**src/rtl/pwm_pkg.sv**
```systemverilog
// Shared register map, mode bit positions and resolution helper for the PWM peripheral.
package pwm_pkg;

    localparam logic [6:0] ADDR_OUT_EN_LO = 7'h00;
    localparam logic [6:0] ADDR_OUT_EN_HI = 7'h01;
    localparam logic [6:0] ADDR_PWM_EN_LO = 7'h02;
    localparam logic [6:0] ADDR_PWM_EN_HI = 7'h03;
    localparam logic [6:0] ADDR_PRESC     = 7'h04;
    localparam logic [6:0] ADDR_MODE      = 7'h05;
    localparam logic [6:0] ADDR_DUTY_BASE = 7'h10;

    localparam int MODE_CENTRE = 0;
    localparam int MODE_INVERT = 1;
    localparam int MODE_FORCE  = 2;

    function automatic int pwm_maxv(input int res);
        return (1 << res) - 1;
    endfunction

endpackage

```
**src/rtl/pwm_multi_peripheral_timebase.sv**
```systemverilog
// Shared PWM timebase: prescaler, edge/centre up-down counter and period-boundary detection.
module pwm_timebase
    import pwm_pkg::*;
#(
    parameter int RES     = 8,
    parameter int PRESC_W = 8
) (
    input  logic               clk,
    input  logic               rst,
    input  logic [PRESC_W-1:0] presc,
    input  logic               presc_restart,
    input  logic               centre_req,
    output logic [RES-1:0]     cnt,
    output logic               tick,
    output logic               boundary
);

    localparam logic [RES-1:0] MAXV = RES'(pwm_maxv(RES));
    localparam logic [RES-1:0] ONE  = RES'(1);

    logic [PRESC_W-1:0] pcnt;
    logic               dir_up;
    logic               centre_active;

    assign tick = (pcnt == presc);

    // A period ends on the tick that brings the counter back to zero.
    always_comb begin
        boundary = 1'b0;
        if (tick) begin
            if (centre_active) boundary = !dir_up && (cnt == ONE);
            else               boundary = (cnt == MAXV);
        end
    end

    always_ff @(posedge clk) begin
        if (rst) begin
            pcnt          <= '0;
            cnt           <= '0;
            dir_up        <= 1'b1;
            centre_active <= 1'b0;
        end else begin
            if (presc_restart || tick) pcnt <= '0;
            else                       pcnt <= pcnt + 1'b1;

            if (tick) begin
                if (boundary) begin
                    cnt           <= '0;
                    dir_up        <= 1'b1;
                    centre_active <= centre_req;
                end else if (!centre_active) begin
                    cnt <= cnt + 1'b1;
                end else if (dir_up) begin
                    if (cnt == MAXV) begin
                        dir_up <= 1'b0;
                        cnt    <= MAXV - 1'b1;
                    end else begin
                        cnt <= cnt + 1'b1;
                    end
                end else begin
                    cnt <= cnt - 1'b1;
                end
            end
        end
    end

endmodule

```
**src/rtl/pwm_multi_peripheral.sv**
```systemverilog
// Multi-channel PWM peripheral: register file, double-buffered duties and per-channel compare.
module pwm_multi_peripheral
    import pwm_pkg::*;
#(
    parameter int NUM_CH  = 16,
    parameter int RES     = 8,
    parameter int PRESC_W = 8
) (
    input  logic              clk,
    input  logic              rst,
    input  logic              wr_en,
    input  logic [6:0]        wr_addr,
    input  logic [7:0]        wr_data,
    input  logic [6:0]        rd_addr,
    output logic [7:0]        rd_data,
    output logic [NUM_CH-1:0] pwm_out,
    output logic              period_start
);

    localparam logic [RES-1:0] MAXV = RES'(pwm_maxv(RES));

    logic               wr_en_p0;
    logic [6:0]         wr_addr_p0;
    logic [7:0]         wr_data_p0;
    logic [NUM_CH-1:0]  out_en, pwm_en;
    logic [15:0]        out_en_w, pwm_en_w, out_en_nxt, pwm_en_nxt;
    logic [PRESC_W-1:0] presc;
    logic               mode_centre, mode_invert;
    logic               presc_restart, force_load;
    logic [RES-1:0]     duty_shadow [NUM_CH];
    logic [RES-1:0]     duty_active [NUM_CH];
    logic [NUM_CH-1:0]  duty_wr, pwm_nxt;
    logic [RES-1:0]     cnt;
    logic               tick, boundary;

    // Write stage p0: the strobe is registered once before it reaches the register file.
    always_ff @(posedge clk) begin
        if (rst) wr_en_p0 <= 1'b0;
        else     wr_en_p0 <= wr_en;
        wr_addr_p0 <= wr_addr;
        wr_data_p0 <= wr_data;
    end

    assign out_en_w      = 16'(out_en);
    assign pwm_en_w      = 16'(pwm_en);
    assign presc_restart = wr_en_p0 && (wr_addr_p0 == ADDR_PRESC);
    assign force_load    = wr_en_p0 && (wr_addr_p0 == ADDR_MODE) && wr_data_p0[MODE_FORCE];

    always_comb begin
        out_en_nxt = out_en_w;
        pwm_en_nxt = pwm_en_w;
        if (wr_en_p0) begin
            if (wr_addr_p0 == ADDR_OUT_EN_LO) out_en_nxt[7:0]  = wr_data_p0;
            if (wr_addr_p0 == ADDR_OUT_EN_HI) out_en_nxt[15:8] = wr_data_p0;
            if (wr_addr_p0 == ADDR_PWM_EN_LO) pwm_en_nxt[7:0]  = wr_data_p0;
            if (wr_addr_p0 == ADDR_PWM_EN_HI) pwm_en_nxt[15:8] = wr_data_p0;
        end
    end

    always_ff @(posedge clk) begin
        if (rst) begin
            out_en       <= '0;
            pwm_en       <= '0;
            presc        <= '0;
            mode_centre  <= 1'b0;
            mode_invert  <= 1'b0;
            period_start <= 1'b0;
            pwm_out      <= '0;
        end else begin
            out_en <= out_en_nxt[NUM_CH-1:0];
            pwm_en <= pwm_en_nxt[NUM_CH-1:0];
            if (presc_restart) presc <= wr_data_p0[PRESC_W-1:0];
            if (wr_en_p0 && (wr_addr_p0 == ADDR_MODE)) begin
                mode_centre <= wr_data_p0[MODE_CENTRE];
                mode_invert <= wr_data_p0[MODE_INVERT];
            end
            period_start <= tick && boundary;
            pwm_out      <= pwm_nxt;
        end
    end

    // Shadow written by the bus; active copied only at a boundary or on force_load,
    // so a write landing on the boundary edge is seen one period later.
    always_ff @(posedge clk) begin
        for (int ch = 0; ch < NUM_CH; ch++) begin
            if (rst) begin
                duty_shadow[ch] <= '0;
                duty_active[ch] <= '0;
            end else begin
                if (duty_wr[ch]) duty_shadow[ch] <= wr_data_p0[RES-1:0];
                if (boundary || force_load) duty_active[ch] <= duty_shadow[ch];
            end
        end
    end

    for (genvar ch = 0; ch < NUM_CH; ch++) begin : g_ch
        logic raw;
        assign duty_wr[ch] = wr_en_p0 && (wr_addr_p0 == ADDR_DUTY_BASE + 7'(ch));
        assign raw         = (duty_active[ch] == MAXV) || (cnt < duty_active[ch]);
        assign pwm_nxt[ch] = out_en[ch] && (!pwm_en[ch] || (raw ^ mode_invert));
    end

    always_comb begin
        rd_data = '0;
        case (rd_addr)
            ADDR_OUT_EN_LO: rd_data = out_en_w[7:0];
            ADDR_OUT_EN_HI: rd_data = out_en_w[15:8];
            ADDR_PWM_EN_LO: rd_data = pwm_en_w[7:0];
            ADDR_PWM_EN_HI: rd_data = pwm_en_w[15:8];
            ADDR_PRESC:     rd_data = 8'(presc);
            ADDR_MODE:      rd_data = {6'b0, mode_invert, mode_centre};
            default: begin
                if ((rd_addr[6:4] == ADDR_DUTY_BASE[6:4]) && ({1'b0, rd_addr[3:0]} < 5'(NUM_CH)))
                    rd_data = 8'(duty_shadow[rd_addr[3:0]]);
            end
        endcase
    end

    pwm_timebase #(
        .RES     (RES),
        .PRESC_W (PRESC_W)
    ) u_timebase (
        .clk           (clk),
        .rst           (rst),
        .presc         (presc),
        .presc_restart (presc_restart),
        .centre_req    (mode_centre),
        .cnt           (cnt),
        .tick          (tick),
        .boundary      (boundary)
    );

endmodule

```
**config.mk**
```make
export PLATFORM = sky130hd
export DESIGN_NAME = pwm_multi_peripheral
export DESIGN_NICKNAME = d
export VERILOG_FILES = /design/src/rtl/pwm_pkg.sv /design/src/rtl/pwm_multi_peripheral_timebase.sv /design/src/rtl/pwm_multi_peripheral.sv
export SDC_FILE = /design/constraint.sdc
export NUM_CORES = 1
export LEC_CHECK = 0
export ABC_AREA = 1
export BUFFER_PORTS_ARGS = -buffer_cell sky130_fd_sc_hd__buf_4
export CORE_ASPECT_RATIO = 0.9
export CORE_MARGIN = 4
export CORE_UTILIZATION = 50
export DETAILED_ROUTE_END_ITERATION = 7
export PLACE_DENSITY = 0.7
export RECOVER_POWER = 50
export SLEW_MARGIN = 5
export SYNTH_ARGS = -nofsm -noshare
export SYNTH_HDL_FRONTEND = slang
export SYNTH_HIERARCHICAL = 1
export SYNTH_SLANG_ARGS = --single-unit
```
**constraint.sdc**
```tcl
create_clock -name clk -period 4.61 [get_ports clk]
set_clock_uncertainty 0.2 [all_clocks]
set_input_delay 0.461 -clock clk [delete_from_list [all_inputs] [get_ports clk]]
set_output_delay 0.461 -clock clk [all_outputs]
set_load 0.005 [all_outputs]
```
==> flow_summary.json <==
{
  "status": "finished, final reports clean",
  "multi_input_area_mm2": 0.00711,
  "hp-class": "flop to flop",
  "internal_power_uw": 5550,
  "drcViolationCount": 0,
  "antenna_cells": 0,
  "cp_max_fo": 70,
  "grt_max_degree": 97,
  "grt_pass1_vias": 13500,
  "min_period_ps": 3690,
  "yosysTopAreaCellShare_pct": 41.6,
  "critPathLaunchType": "input pin",
  "tns_ps": 0,
  "regArea_mm2": 0.00955,
  "final_area_mm2": 0.0206,
  "pre_cts_slack_ps": 1260,
  "yosysUniqueCellTypes": 45,
  "clkSlewWorstSetupHoldPaths_ps": 60,
  "worst_slew_pin_slew_ps": 1430,
  "critical-path-top-delay-family": "buffers and inverters",
  "overflow": 0,
  "vias_per_cell": 5.49,
  "io_buffers": 49,
  "cp_slowest_stage_delay_ps": 1040,
  "rsz0062_at_grt": "no",
  "end_kind": "flop",
  "hold_viol": 0,
  "synth_seq_cells": 349,
  "rows": 66,
  "cts_tree": "yes",
  "synthAdderAreaFrac_pct": 7.84,
  "grt_usage_pct": 25.7,
  "synth_area_leaders": "edfxtp_1 (42%), dfxtp_1 (10%), ha_1 (7.8%)",
  "path_class": "input pin to flop",
  "yosys-mux-area-fraction_pct": 0,
  "final_antenna_net_count": 0,
  "period_share_pct": 80.1,
  "cts_setup_buffers": 0,
  "cts-resized-gates": 0,
  "synthFlopType": "edfxtp_1",
  "finalSetupViolCount": 0,
  "syn_area_mm2": 0.0185,
  "path_cells": "clkbuf_1 -> inv_1 -> nand2_4 -> buf_4 -> nor2_1",
  "synth_top_family_by_area": "simple AND/OR/NAND/NOR gates",
  "pwr-share-comb_pct": 8.5,
  "max-vdd-ir-drop_mv": 0.323,
  "nFillCells": 3210,
  "slew_headroom_pct": 3.75,
  "p_leak_uw": 0.00932,
  "synth_enable_flop_cells": 256,
  "syn_area_per_cell_um2": 8.84,
  "arrival_ps": 3760,
  "dp_hpwl_mm": 38.2,
  "wl_per_cell_um": 19.8,
  "root_buffer": "clkbuf_16",
  "drv_cap": 0,
  "gp_congestion": 0.936,
  "drt_iter0_drc": 1775,
  "cts_inserted_buffers": 39,
  "crit_buf_inv": 3,
  "mappedNetlistNets": 2233,
  "dieHeight_um": 190,
  "p_seq_share_pct": 48.6,
  "whs_ps": 281,
  "async_reset_ff_share_pct": 0,
  "cts_buffer_depth": 3,
  "core_mm2": 0.0363,
  "ys_seq_area_share_pct": 51.6,
  "cts.sinks": 349,
  "drv_slew": 0,
  "cp_slowest_cell": "nand2_4",
  "initial_core_util_pct": 50.9,
  "layout-drive-gt1-share_pct": 11.4,
  "power_frac_clock_pct": 42.9,
  "finalWirelength_mm": 52.4,
  "powerDensity_mw_per_mm2": 356,
  "dieArea_mm2": 0.0401,
  "syn_inst": 2092,
  "nets": 2286,
  "yosys.area.top_type": "edfxtp_1",
  "yosys_warnings": 6,
  "antenna_found_initial": 0,
  "crit_required_ps": 4670,
  "top_level_ports": 50,
  "die_w_um": 211,
  "placed_cell_area_mm2": 0.0192,
  "power_uw": 7330,
  "synth_compound_area_share_pct": 7.50,
  "fin_ws_ps": 916,
  "synth-simple-area-share_pct": 22.7,
  "area_delta_synth_final_pct": 11.2,
  "clk_latency_ps": 530,
  "cts_max_level": 2,
  "switching_power_uw": 1780,
  "grt_pass1_wl_mm": 79.1,
  "vias": 14600,
  "swShare_pct": 24.3,
  "firstDrtPassIters": 6,
  "max_freq_mhz": 271,
  "synthXorXnorAreaFrac_pct": 0.757
}
==> worst paths after layout <==
path	from	to	slack (ps)	cells past startpoint
max	rst	duty_active[1][44]	920	5
min	u_timebase/pcnt[0]	u_timebase/pcnt[0]	280	1
max reg2reg	u_timebase/cnt[1]	duty_active[1][44]	980	11
min reg2reg	u_timebase/pcnt[0]	u_timebase/pcnt[0]	280	1
==> layer usage <==
layer / vias up / routed length, µm / track usage (%)
met3: 95 / 5640 / 4.16
met4: 0 / 1400 / 6.61
li1: 6929 / - / -
met5: - / 0 / 0
met1: 6774 / 23500 / 39.9
met2: 753 / 21900 / 37.7
==> cells in the mapped netlist (all sizes together), types with 2 or more instances <==
| cell type | count |
|---|---|
| nor2 | 376 |
| edfxtp | 256 |
| nor3 | 33 |
| or2 | 2 |
| a22o | 6 |
| o21a | 9 |
| nand2 | 377 |
| nand3 | 101 |
| buf | 41 |
| ha | 116 |
| clkbuf | 32 |
| nand4 | 41 |
| nor3b | 3 |
| a21oi | 118 |
| nor4 | 2 |
| o22ai | 6 |
| dfxtp | 93 |
| inv | 356 |
| o21ai | 74 |
| a22oi | 24 |
| xor2 | 14 |
| o221ai | 2 |
| xnor2 | 2 |
| o211ai | 5 |
==> area by class of cell <==
type                       count  share of cell area [%]
clock buffer                  59                    5.55
clock inverter                12                   0.760
inverter                     356                    6.49
multi-input combinational   1314                    34.6
sequential                   349                    46.4
tap                          476                    2.89
timing repair buffer          85                    3.31
==> worst reg2reg max path: cells and delay by family, from the launching register on <==
kind                       cells  cell delay (ps)
buffers and inverters          3              780
adders and majority gates      1              320
AOI/OAI and AO/OA              2              310
DFF                            1              570
and+or+nand+nor                5             1300
==> placed cells by master (no fill, tap or decap), types with 16 or more instances in the layout <==
master         netlist  layout
dfxtp_1             93      93
inv_1              334     339
a21oi_1            117     117
o21ai_0             51      61
ha_1               116     116
clkbuf_1            31      18
a22oi_1             24      24
clkbuf_4             0      32
nand2_1            371     373
nor3_1              30      30
nor2_2              92      92
nand3_1             96     100
nor2_1             275     278
buf_4                8      29
clkbuf_16            0      40
dlygate4sd3_1        0      16
nand4_1             40      40
edfxtp_1           256     256
inv_2               22      16
==> sequential cells by signal (all words and copies together) (netlist names), 7 cells and up <==
signal	cells
duty_active	128
duty_shadow	128
out_en	16
presc	8
pwm_en	16
pwm_out	16
u_timebase/cnt	8
u_timebase/pcnt	8
wr_addr_p0	7
wr_data_p0	8
==> timing repair <==
action | 4_1_cts | 5_1_grt
hold buffers | 16 | 0
endpoints found under the setup margin | 0 | 0
endpoints found under the hold margin | 16 | 0
==> stage by stage <==
step | utilization, % | cells
6_report | 56.6 | 2651
5_1_grt | 56.6 | 2651
4_1_cts | 56.9 | 2651
3_5_place_dp | 52.9 | 2564
3_3_place_gp | 52.9 | 2564
2_1_floorplan | - | 2092
==> power groups by stage <==
stage | clock, µW | combinational, µW | sequential (µW)
finish | 3140 | 623 | 3570
global route | 3310 | 696 | 3570
CTS | 3170 | 621 | 3560
detailed placement | 0 | 606 | 3630
global placement | 0 | 592 | 3620
floorplan | 0 | 402 | 3590
==> cell families (layout without fill, tap and decap cells) <==
family          count (synthesis)  in the layout
flops                         349            349
compound gates                247            247
xor+xnor                       16             16
fa+ha+maj                     116            116
simple gates                  935            935
buf+inv                       429            512
No activity file was read; power rests on OpenSTA's default activity.
